### src/rtl/lsu_pkg.sv
// Shared constants, state encoding and helpers for the load/store unit.
// Latency: none (definitions only).
// Backpressure: n/a.
package lsu_pkg;

    // RV32I width codes carried in funct3
    localparam logic [2:0] F3_B  = 3'b000;
    localparam logic [2:0] F3_H  = 3'b001;
    localparam logic [2:0] F3_W  = 3'b010;
    localparam logic [2:0] F3_BU = 3'b100;
    localparam logic [2:0] F3_HU = 3'b101;

    typedef enum logic [1:0] {
        ST_IDLE = 2'd0,
        ST_RD   = 2'd1,
        ST_WR   = 2'd2,
        ST_RESP = 2'd3
    } lsu_state_t;

    // Request fields kept for the whole access
    typedef struct packed {
        logic        write;
        logic [2:0]  funct3;
        logic [1:0]  lane;
        logic [31:0] wdata;
    } lsu_req_t;

    // Stores only know B/H/W; loads additionally allow BU/HU
    function automatic logic f3_illegal(input logic write, input logic [2:0] f3);
        if (write)
            return !(f3 == F3_B || f3 == F3_H || f3 == F3_W);
        return (f3 == 3'b011 || f3 == 3'b110 || f3 == 3'b111);
    endfunction

    // funct3[1:0] is the access size for every legal code
    function automatic logic f3_misaligned(input logic [2:0] f3, input logic [1:0] lane);
        case (f3[1:0])
            2'b01:   return lane[0];
            2'b10:   return lane != 2'b00;
            default: return 1'b0;
        endcase
    endfunction

    // Replace the addressed byte or halfword of a memory word with store data
    function automatic logic [31:0] store_merge(input logic [31:0] word,
                                                input logic [31:0] wdata,
                                                input logic [2:0]  f3,
                                                input logic [1:0]  lane);
        logic [31:0] m;
        m = word;
        if (f3 == F3_H) begin
            if (lane[1]) m[31:16] = wdata[15:0];
            else         m[15:0]  = wdata[15:0];
        end else begin
            case (lane)
                2'd0:    m[7:0]   = wdata[7:0];
                2'd1:    m[15:8]  = wdata[7:0];
                2'd2:    m[23:16] = wdata[7:0];
                default: m[31:24] = wdata[7:0];
            endcase
        end
        return m;
    endfunction

endpackage

### src/rtl/lsu_load_align.sv
// Extracts the byte/halfword lane of a memory word and sign/zero-extends it.
// Latency: combinational.
// Backpressure: none; pure function of its inputs.
module lsu_load_align
    import lsu_pkg::*;
(
    input  logic [31:0] word,
    input  logic [1:0]  lane,
    input  logic [2:0]  funct3,
    output logic [31:0] data
);

    logic [7:0]  byte_sel;
    logic [15:0] half_sel;

    // Lane select, then extension chosen by the width code
    always_comb begin
        byte_sel = word[7:0];
        half_sel = lane[1] ? word[31:16] : word[15:0];
        data     = word;
        case (lane)
            2'd0:    byte_sel = word[7:0];
            2'd1:    byte_sel = word[15:8];
            2'd2:    byte_sel = word[23:16];
            default: byte_sel = word[31:24];
        endcase
        case (funct3)
            F3_B:    data = {{24{byte_sel[7]}}, byte_sel};
            F3_H:    data = {{16{half_sel[15]}}, half_sel};
            F3_BU:   data = {24'd0, byte_sel};
            F3_HU:   data = {16'd0, half_sel};
            default: data = word;
        endcase
    end

endmodule

### src/rtl/load_store_unit.sv
// RV32I load/store unit: word-aligned memory port, byte/half stores via read-modify-write.
// Latency: errors 1, loads/SW 2, SB/SH 3 enabled cycles from accept to o_rsp_valid.
// Backpressure: o_req_ready only in IDLE; one access in flight; i_clk_enable low freezes everything.
module load_store_unit
    import lsu_pkg::*;
#(
    parameter int ADDR_W = 32
) (
    input  logic              i_clk,
    input  logic              i_rst,
    input  logic              i_clk_enable,
    input  logic              i_req_valid,
    output logic              o_req_ready,
    input  logic              i_req_write,
    input  logic [2:0]        i_req_funct3,
    input  logic [ADDR_W-1:0] i_req_addr,
    input  logic [31:0]       i_req_wdata,
    output logic              o_rsp_valid,
    output logic [31:0]       o_rsp_rdata,
    output logic              o_rsp_misaligned,
    output logic              o_rsp_illegal,
    output logic              o_mem_write,
    output logic [ADDR_W-1:0] o_mem_addr,
    output logic [31:0]       o_mem_wdata,
    input  logic [31:0]       i_mem_rdata
);

    lsu_state_t        state;
    lsu_req_t          req;
    logic              acc_ill;
    logic              acc_mis;
    logic [ADDR_W-1:0] acc_waddr;
    logic [31:0]       load_data;

    assign o_req_ready = (state == ST_IDLE);

    // Classification of the incoming request; illegal wins over misaligned
    assign acc_ill   = f3_illegal(i_req_write, i_req_funct3);
    assign acc_mis   = !acc_ill && f3_misaligned(i_req_funct3, i_req_addr[1:0]);
    assign acc_waddr = {i_req_addr[ADDR_W-1:2], 2'b00};

    // Formats the word currently being read using the latched width and lane
    lsu_load_align u_align (
        .word   (i_mem_rdata),
        .lane   (req.lane),
        .funct3 (req.funct3),
        .data   (load_data)
    );

    // Access FSM with all outputs registered; i_clk_enable low holds every register
    always_ff @(posedge i_clk or posedge i_rst) begin
        if (i_rst) begin
            state            <= ST_IDLE;
            req              <= '0;
            o_rsp_valid      <= 1'b0;
            o_rsp_rdata      <= '0;
            o_rsp_misaligned <= 1'b0;
            o_rsp_illegal    <= 1'b0;
            o_mem_write      <= 1'b0;
            o_mem_addr       <= '0;
            o_mem_wdata      <= '0;
        end else if (i_clk_enable) begin
            case (state)
                ST_IDLE: begin
                    if (i_req_valid) begin
                        req.write  <= i_req_write;
                        req.funct3 <= i_req_funct3;
                        req.lane   <= i_req_addr[1:0];
                        req.wdata  <= i_req_wdata;
                        if (acc_ill || acc_mis) begin
                            // Rejected accesses never touch memory
                            o_rsp_valid      <= 1'b1;
                            o_rsp_rdata      <= '0;
                            o_rsp_illegal    <= acc_ill;
                            o_rsp_misaligned <= acc_mis;
                            state            <= ST_RESP;
                        end else begin
                            o_mem_addr <= acc_waddr;
                            if (i_req_write && i_req_funct3 == F3_W) begin
                                // Full-word store needs no read
                                o_mem_wdata <= i_req_wdata;
                                o_mem_write <= 1'b1;
                                state       <= ST_WR;
                            end else begin
                                state <= ST_RD;
                            end
                        end
                    end
                end
                ST_RD: begin
                    if (req.write) begin
                        // Sub-word store: merge new lane into the word just read
                        o_mem_wdata <= store_merge(i_mem_rdata, req.wdata, req.funct3, req.lane);
                        o_mem_write <= 1'b1;
                        state       <= ST_WR;
                    end else begin
                        o_rsp_valid      <= 1'b1;
                        o_rsp_rdata      <= load_data;
                        o_rsp_misaligned <= 1'b0;
                        o_rsp_illegal    <= 1'b0;
                        state            <= ST_RESP;
                    end
                end
                ST_WR: begin
                    o_mem_write      <= 1'b0;
                    o_rsp_valid      <= 1'b1;
                    o_rsp_rdata      <= '0;
                    o_rsp_misaligned <= 1'b0;
                    o_rsp_illegal    <= 1'b0;
                    state            <= ST_RESP;
                end
                default: begin
                    // Response fields stay put until the next RESP
                    o_rsp_valid <= 1'b0;
                    state       <= ST_IDLE;
                end
            endcase
        end
    end

endmodule
### config.mk
export PLATFORM = sky130hd
export DESIGN_NAME = load_store_unit
export DESIGN_NICKNAME = d
export VERILOG_FILES = /design/src/rtl/lsu_pkg.sv /design/src/rtl/lsu_load_align.sv /design/src/rtl/load_store_unit.sv
export SDC_FILE = /design/constraint.sdc
export NUM_CORES = 1
export LEC_CHECK = 0
export CORE_AREA = 2 2 109 111
export DETAILED_ROUTE_END_ITERATION = 10
export DIE_AREA = 0 0 111 113
export DONT_BUFFER_PORTS = 1
export GPL_TIMING_DRIVEN = 1
export PLACE_DENSITY_LB_ADDON = 0.15
export SETUP_SLACK_MARGIN = 0.3
export SYNTH_ARGS = -nofsm -noshare
export SYNTH_HDL_FRONTEND = slang
export SYNTH_SLANG_ARGS = --single-unit
### constraint.sdc
create_clock -name i_clk -period 4.52 [get_ports i_clk]
set_clock_uncertainty 0.2 [all_clocks]
set_input_delay 0.904 -clock i_clk [delete_from_list [all_inputs] [get_ports i_clk]]
set_output_delay 0.904 -clock i_clk [all_outputs]
set_load 0.02 [all_outputs]
After elaboration in Yosys (flattened, before gate mapping)
Index checks and enable logic that the tools add are counted.

Input bits: 104. Logic and storage cells: 101. Bits in registers: 122. Output and inout port bits: 101.

Reductions and logical operators: 24. Bitwise logic cells: 1. Muxes and demuxes: 44. Eq/ne operators: 20.

Operators with widths (count): $mux W32 (8); $pmux W32 S4 (1); $pmux W32 S3 (1); $pmux W32 S2 (1); $mux W16 (3); $mux W8 (4); $pmux W8 S3 (1); $mux W1 (16); $eq A3 B3 Y1 const B (4); $pmux W1 S3 (4); $reduce_and A6 Y1 (2); $ne A2 B2 Y1 const B (4); $reduce_and A4 Y1 (2); $eq A2 B1 Y1 const B (3); $eq A2 B2 Y1 const B (3); $eq A3 B1 Y1 const B (2); $eq A3 B2 Y1 const B (2); $logic_not A3 Y1 (2); $mux W2 (3); $pmux W2 S3 (1); $logic_or A1 B1 Y1 (5); $reduce_and A5 Y1 (1); $logic_not A2 Y1 (2); $ne A2 B1 Y1 const B (2); other kinds (9) (12).

Longest topological paths before layout
Depth in word-level cells: 12. Gate-level depth with buffers: 11. Mapped depth without buffers: 7.

Hierarchy
A second synthesis with hierarchy kept.

Cells, all modules: 749. Area, all modules: 7131.8 um2.

By module, submodules not included: load_store_unit (cells an instance 618, times used 1, sequential area each 3052.9 um2, area an instance 6408.6 um2); lsu_load_align (cells an instance 131, times used 1, sequential area each 0.0 um2, area an instance 723.2 um2).

Worst setup path after synthesis
Ideal clock, no wire load.

Path kind: input-to-reg. Start: input port i_req_funct3[0]. End: register o_mem_addr[10]. Path buffers: 1. Cell stages on the path: 8. Required time: 4192 ps. Setup time: 128 ps. Setup slack: 1771 ps. Data arrival time: 2421 ps. Cell sequence: inv_1 ha_1 o21a_1 a211oi_2 nand2_1 nor2_1 buf_4 mux2_1.

Word-level cells in the longest chain between the ends: 11. Elaborated cells between the ends (all ways): 21. Those cells by class: eq/ne: 7; mux: 3; bitwise: 1; reduce/logical: 10.

Ends and longest elaborated chain: from (decl) (RTL line load_store_unit.sv:15) `input logic [2:0] i_req_funct3,`; $eq A3 B1 Y1 / $logic_not A3 Y1 (equally long branches) (RTL line lsu_pkg.sv:31) `return !(f3 == F3_B || f3 == F3_H || f3 == F3_W);`; $logic_or A1 B1 Y1 (2 in series) (RTL line lsu_pkg.sv:31); $logic_not A1 Y1 (RTL line lsu_pkg.sv:31); $mux W1 (RTL line lsu_pkg.sv:30) `if (write)`; $mux W1 (RTL line lsu_pkg.sv:32) `return (f3 == 3'b011 || f3 == 3'b110 || f3 == 3'b111);`; $logic_not A1 Y1 (RTL line load_store_unit.sv:39) `assign acc_mis = !acc_ill && f3_misaligned(i_req_funct3, i_req_addr[1:0]);`; $logic_and A1 B1 Y1 (RTL line load_store_unit.sv:39); $logic_or A1 B1 Y1 * (RTL line load_store_unit.sv:70) `if (acc_ill || acc_mis) begin`; $not A1 Y1 (no source line) *; $reduce_and A4 Y1 (no source line) *; to (signal assigned) (RTL line load_store_unit.sv:78) `o_mem_addr <= acc_waddr;`; to (decl) (RTL line load_store_unit.sv:23) `output logic [ADDR_W-1:0] o_mem_addr,`.

Mark *: on every way between the ends. The rest lies on a longest branch, timed or not. The select of a mux whose other input is x is not followed. A chain may end at the register's enable or synchronous reset.

Worst setup path after layout
Start: register state[1]. End: register o_mem_wdata[18].

Word-level cells in the longest chain between the ends: 3. Elaborated cells between the ends (all ways): 9. Those cells by class: eq/ne: 5; mux: 1; reduce/logical: 3.

Ends and longest elaborated chain: from (decl) (RTL line load_store_unit.sv:28) `lsu_state_t state;`; from (signal assigned) (RTL line load_store_unit.sv:53) `state <= ST_IDLE;`; from (signal assigned) (RTL line load_store_unit.sv:76) `state <= ST_RESP;`; from (signal assigned) (RTL line load_store_unit.sv:83) `state <= ST_WR;`; $eq A2 B1 Y1 / $logic_not A2 Y1 (equally long branches) (RTL line load_store_unit.sv:63) `case (state)`; $ne A2 B2 Y1 (no source line) (tied with other cells); $reduce_and A6 Y1 (no source line); to (signal assigned) (RTL line load_store_unit.sv:81) `o_mem_wdata <= i_req_wdata;`; to (signal assigned) (RTL line load_store_unit.sv:93) `o_mem_wdata <= store_merge(i_mem_rdata, req.wdata, req.funct3, req.lane);`; to (decl) (RTL line load_store_unit.sv:24) `output logic [31:0] o_mem_wdata,`.

Parallel ways exist; a longest one is shown, timed or not.

==> impl_metrics.env <==
export IMPL_max_slew_margin_pct=41.1
export IMPL_path_max_fanout=36
export IMPL_htreeDepth=4
export IMPL_grt_usage_pct=27.0
export IMPL_ys_types=49
export IMPL_cp_common_cell="inv_1"
export IMPL_die_h_um=113
export IMPL_timing_fmax_mhz=319
export IMPL_die_w_um=111
export IMPL_ys_async_sr_fraction_pct=100
export IMPL_worstSetupPathType="register to register"
export IMPL_final_util_pct=60.5
export IMPL_fin_crit_sh_pct=69.4
export IMPL_cts_resized=0
export IMPL_seq_power_share_pct=44.5
export IMPL_internal_power_mw=3.18
export IMPL_setup_violations=0
export IMPL_switchingPower_mw=2.40
export IMPL_finalSetupTns_ns=0
export IMPL_drt_pass1_iter_count=5
export IMPL_finalMaxSlewViolations=0
export IMPL_rr_endpoint="o_mem_wdata[18]"
export IMPL_critPathBufInv=3
export IMPL_cts_setup_buffers=0
export IMPL_layout_drive_gt1_share_pct=9.21
export IMPL_p_comb_share_pct=30.8
export IMPL_syn_avg_cell_area_um2=10.1
export IMPL_worstMarginPinSlew_ns=0.881
export IMPL_wl_per_cell_um=21.7
export IMPL_io_pins=205
export IMPL_status="finished clean"
export IMPL_syn_instance_count=614
export IMPL_fp_coreArea_um2=11300
export IMPL_dpl_hpwl_um=12300
export IMPL_portBuffers=0
export IMPL_cts_root_buf="clkbuf_16"
export IMPL_ant_nets=0
export IMPL_vias_per_cell=6.31
export IMPL_grt_pass1_vias=4740
export IMPL_yosys_cell_count_top_type="dfrtp_1"
export IMPL_ys_flop_type="dfrtp_1"
export IMPL_crit_slowest_cell="nand3b_1"
export IMPL_worstPathCellList="inv_1, ha_2, inv_1, a2bb2oi_1, nand3b_1, buf_4, a211oi_1, a21o_1"
export IMPL_synth_common_cells="122 x dfrtp_1, 113 x nand2_1, 46 x mux2_1"
export IMPL_routed_wl_um=16300
export IMPL_drc_errors=0
export IMPL_endpoint_kind="register"
export IMPL_startpoint="state[1]"
export IMPL_cts_sinks=122
export IMPL_synth_seq_cells=122
export IMPL_endpoint="o_mem_wdata[18]"
export IMPL_cap_violations=0
export IMPL_clk_latency_ns=0.41
export IMPL_fin_hold_ws_ns=0.292
export IMPL_fin_nets=707
export IMPL_grt_pass1_wl_um=26200
export IMPL_cp_depth=8
export IMPL_clock_path_buffers=2
export IMPL_syn_to_final_growth_pct=10.4
export IMPL_rsz0062_at_grt="false"
export IMPL_final_area_um2=6820
export IMPL_r2r_cells=8
export IMPL_required_ns=4.62
export IMPL_start_util_pct=54.8
export IMPL_synth_top_area_share_pct=49.5
export IMPL_cpPeakStageDelay_ns=0.70
export IMPL_yosys_area_top_type="dfrtp_1"
export IMPL_worstReg2RegStart="state[1]"
export IMPL_overflow=0
export IMPL_num_fill_cells=930
export IMPL_rows=39
export IMPL_yosys_top_cells_area="dfrtp_1 49%, mux2_1 8.4%, nand2_1 6.9%"
export IMPL_reg2reg_slack_ns=1.38
export IMPL_antenna_found_initial=0
export IMPL_numCtsBuffers=17
export IMPL_arrival_ns=3.24
export IMPL_die_area_um2=12500
export IMPL_start_kind="register"
export IMPL_placed_area_um2=6200
export IMPL_yosysWarnings=0
export IMPL_cts_tree="built"
export IMPL_ir_drop_v=0.000414
export IMPL_diodes=0
export IMPL_p_leak_nw=3.05
export IMPL_critPathTopFamily="buffers and inverters"
export IMPL_finalHoldViolCount=0
export IMPL_p_per_area_nw_per_um2=820
export IMPL_holdBufCountCts=0
export IMPL_hp_class="register to register"
export IMPL_swShare_pct=43.0
export IMPL_clkPwrFrac_pct=24.7
export IMPL_synth_edf_count=0
export IMPL_vias=4741
export IMPL_clk_pin_slew_ns=0.05
export IMPL_gp_congestion=0.874
export IMPL_seq_area_frac_synth_pct=49.5
export IMPL_layout_min_cycle_time_ns=3.14
export IMPL_syn_cell_area_um2=6170
export IMPL_grt_max_degree=67
export IMPL_drt_iter0_markers=357
## layout by cell type, fill, tap and decap left out, types with 5 or more instances in the layout
cell	netlist	routed
dfrtp_1	122	122
nand2_1	113	113
mux2_1	46	46
o21ai_1	38	38
nor2_1	37	36
o221ai_1	23	23
mux2i_1	20	20
o31ai_1	19	19
a21o_1	17	17
clkbuf_16	0	17
nand3_1	11	11
a211oi_1	11	11
buf_4	8	11
nor3_1	10	10
nand2b_1	9	9
inv_1	9	8
a21oi_1	8	8
a32oi_1	8	8
a311oi_1	8	8
a31oi_1	7	7
ha_1	8	7
mux2_2	5	5
clkinvlp_4	0	5
## stage by stage
step / instances / total power, mW / worst slack, ns
CTS: 751 / 5.61 / 1.37
detailed placement: 719 / 4.22 / 1.17
floorplan: 615 / 3.83 / 1.77
finish: 751 / 5.59 / 1.38
global route: 751 / 5.94 / 1.10
global placement: 719 / 4.16 / 1.29
## registers in the layout (all words and copies together), names as in the netlist
register	count
o_mem_wdata	32
o_rsp_rdata	32
o_mem_addr	30
req	22
state	2
o_mem_write	1
o_rsp_illegal	1
o_rsp_misaligned	1
o_rsp_valid	1
## per-layer routing
| metal | GRT usage [%] | vias to the layer above | share of wire, % |
|---|---|---|---|
| li1 | - | 2173 | - |
| met1 | 34.5 | 2271 | 40 |
| met2 | 41.8 | 260 | 47 |
| met3 | 9.53 | 37 | 11 |
| met4 | 12.3 | 0 | 3.0 |
| met5 | 0 | - | 0 |
## area by class of cell
type                    instances  area, um2  share of cell area, %
flip-flops and latches        122       3050                   44.8
clock buffers                  21        470                   6.90
repair buffers                 11       82.6                   1.21
multi-input cells             433       2850                   41.8
well taps                     143        179                   2.62
inverters                      10       41.3                  0.606
clock inverters                11        144                   2.11
## kinds of logic (layout without fill, tap and decap cells)
kind of cell / after synthesis / in the layout / share of synthesized area, %
other: 1 / 2 / 0.0608
AO/OA/AOI/OAI: 155 / 155 / 18.1
adder cells (fa/ha/maj): 8 / 8 / 1.62
multiplexers: 71 / 71 / 12.5
flip-flops: 122 / 122 / 49.5
buffers and inverters: 60 / 53 / 4.58
AND/OR/NAND/NOR: 197 / 197 / 13.6
## how the worst min path moves through the flow
| stage | startpoint | endpoint | slack [ns] | cells after the start |
|---|---|---|---|---|
| 2_1_floorplan | req[10] | req[10] | 0.26 | 1 |
| 3_3_place_gp | req[15] | req[15] | 0.27 | 1 |
| 3_5_place_dp | req[15] | req[15] | 0.28 | 1 |
| 4_1_cts | req[15] | req[15] | 0.29 | 1 |
| 5_1_grt | req[11] | req[11] | 0.30 | 1 |
| 6_report | req[10] | req[10] | 0.29 | 1 |
## power groups by stage
stage / Combinational (mW) / Sequential [mW] / Clock, mW
finish: 1.72 / 2.48 / 1.38
global route: 1.94 / 2.55 / 1.45
CTS: 1.72 / 2.49 / 1.40
detailed placement: 1.71 / 2.51 / 0
global placement: 1.67 / 2.49 / 0
floorplan: 1.49 / 2.34 / 0
## worst reg2reg max path, stage by stage, from the launching register on
cell and delay (ns):
dfrtp_1 0.41, inv_1 0.10, ha_2 0.49, inv_1 0.21, a2bb2oi_1 0.19, nand3b_1 0.70
buf_4 0.45, a211oi_1 0.09, a21o_1 0.18
Power figures use the tool's default switching activity.
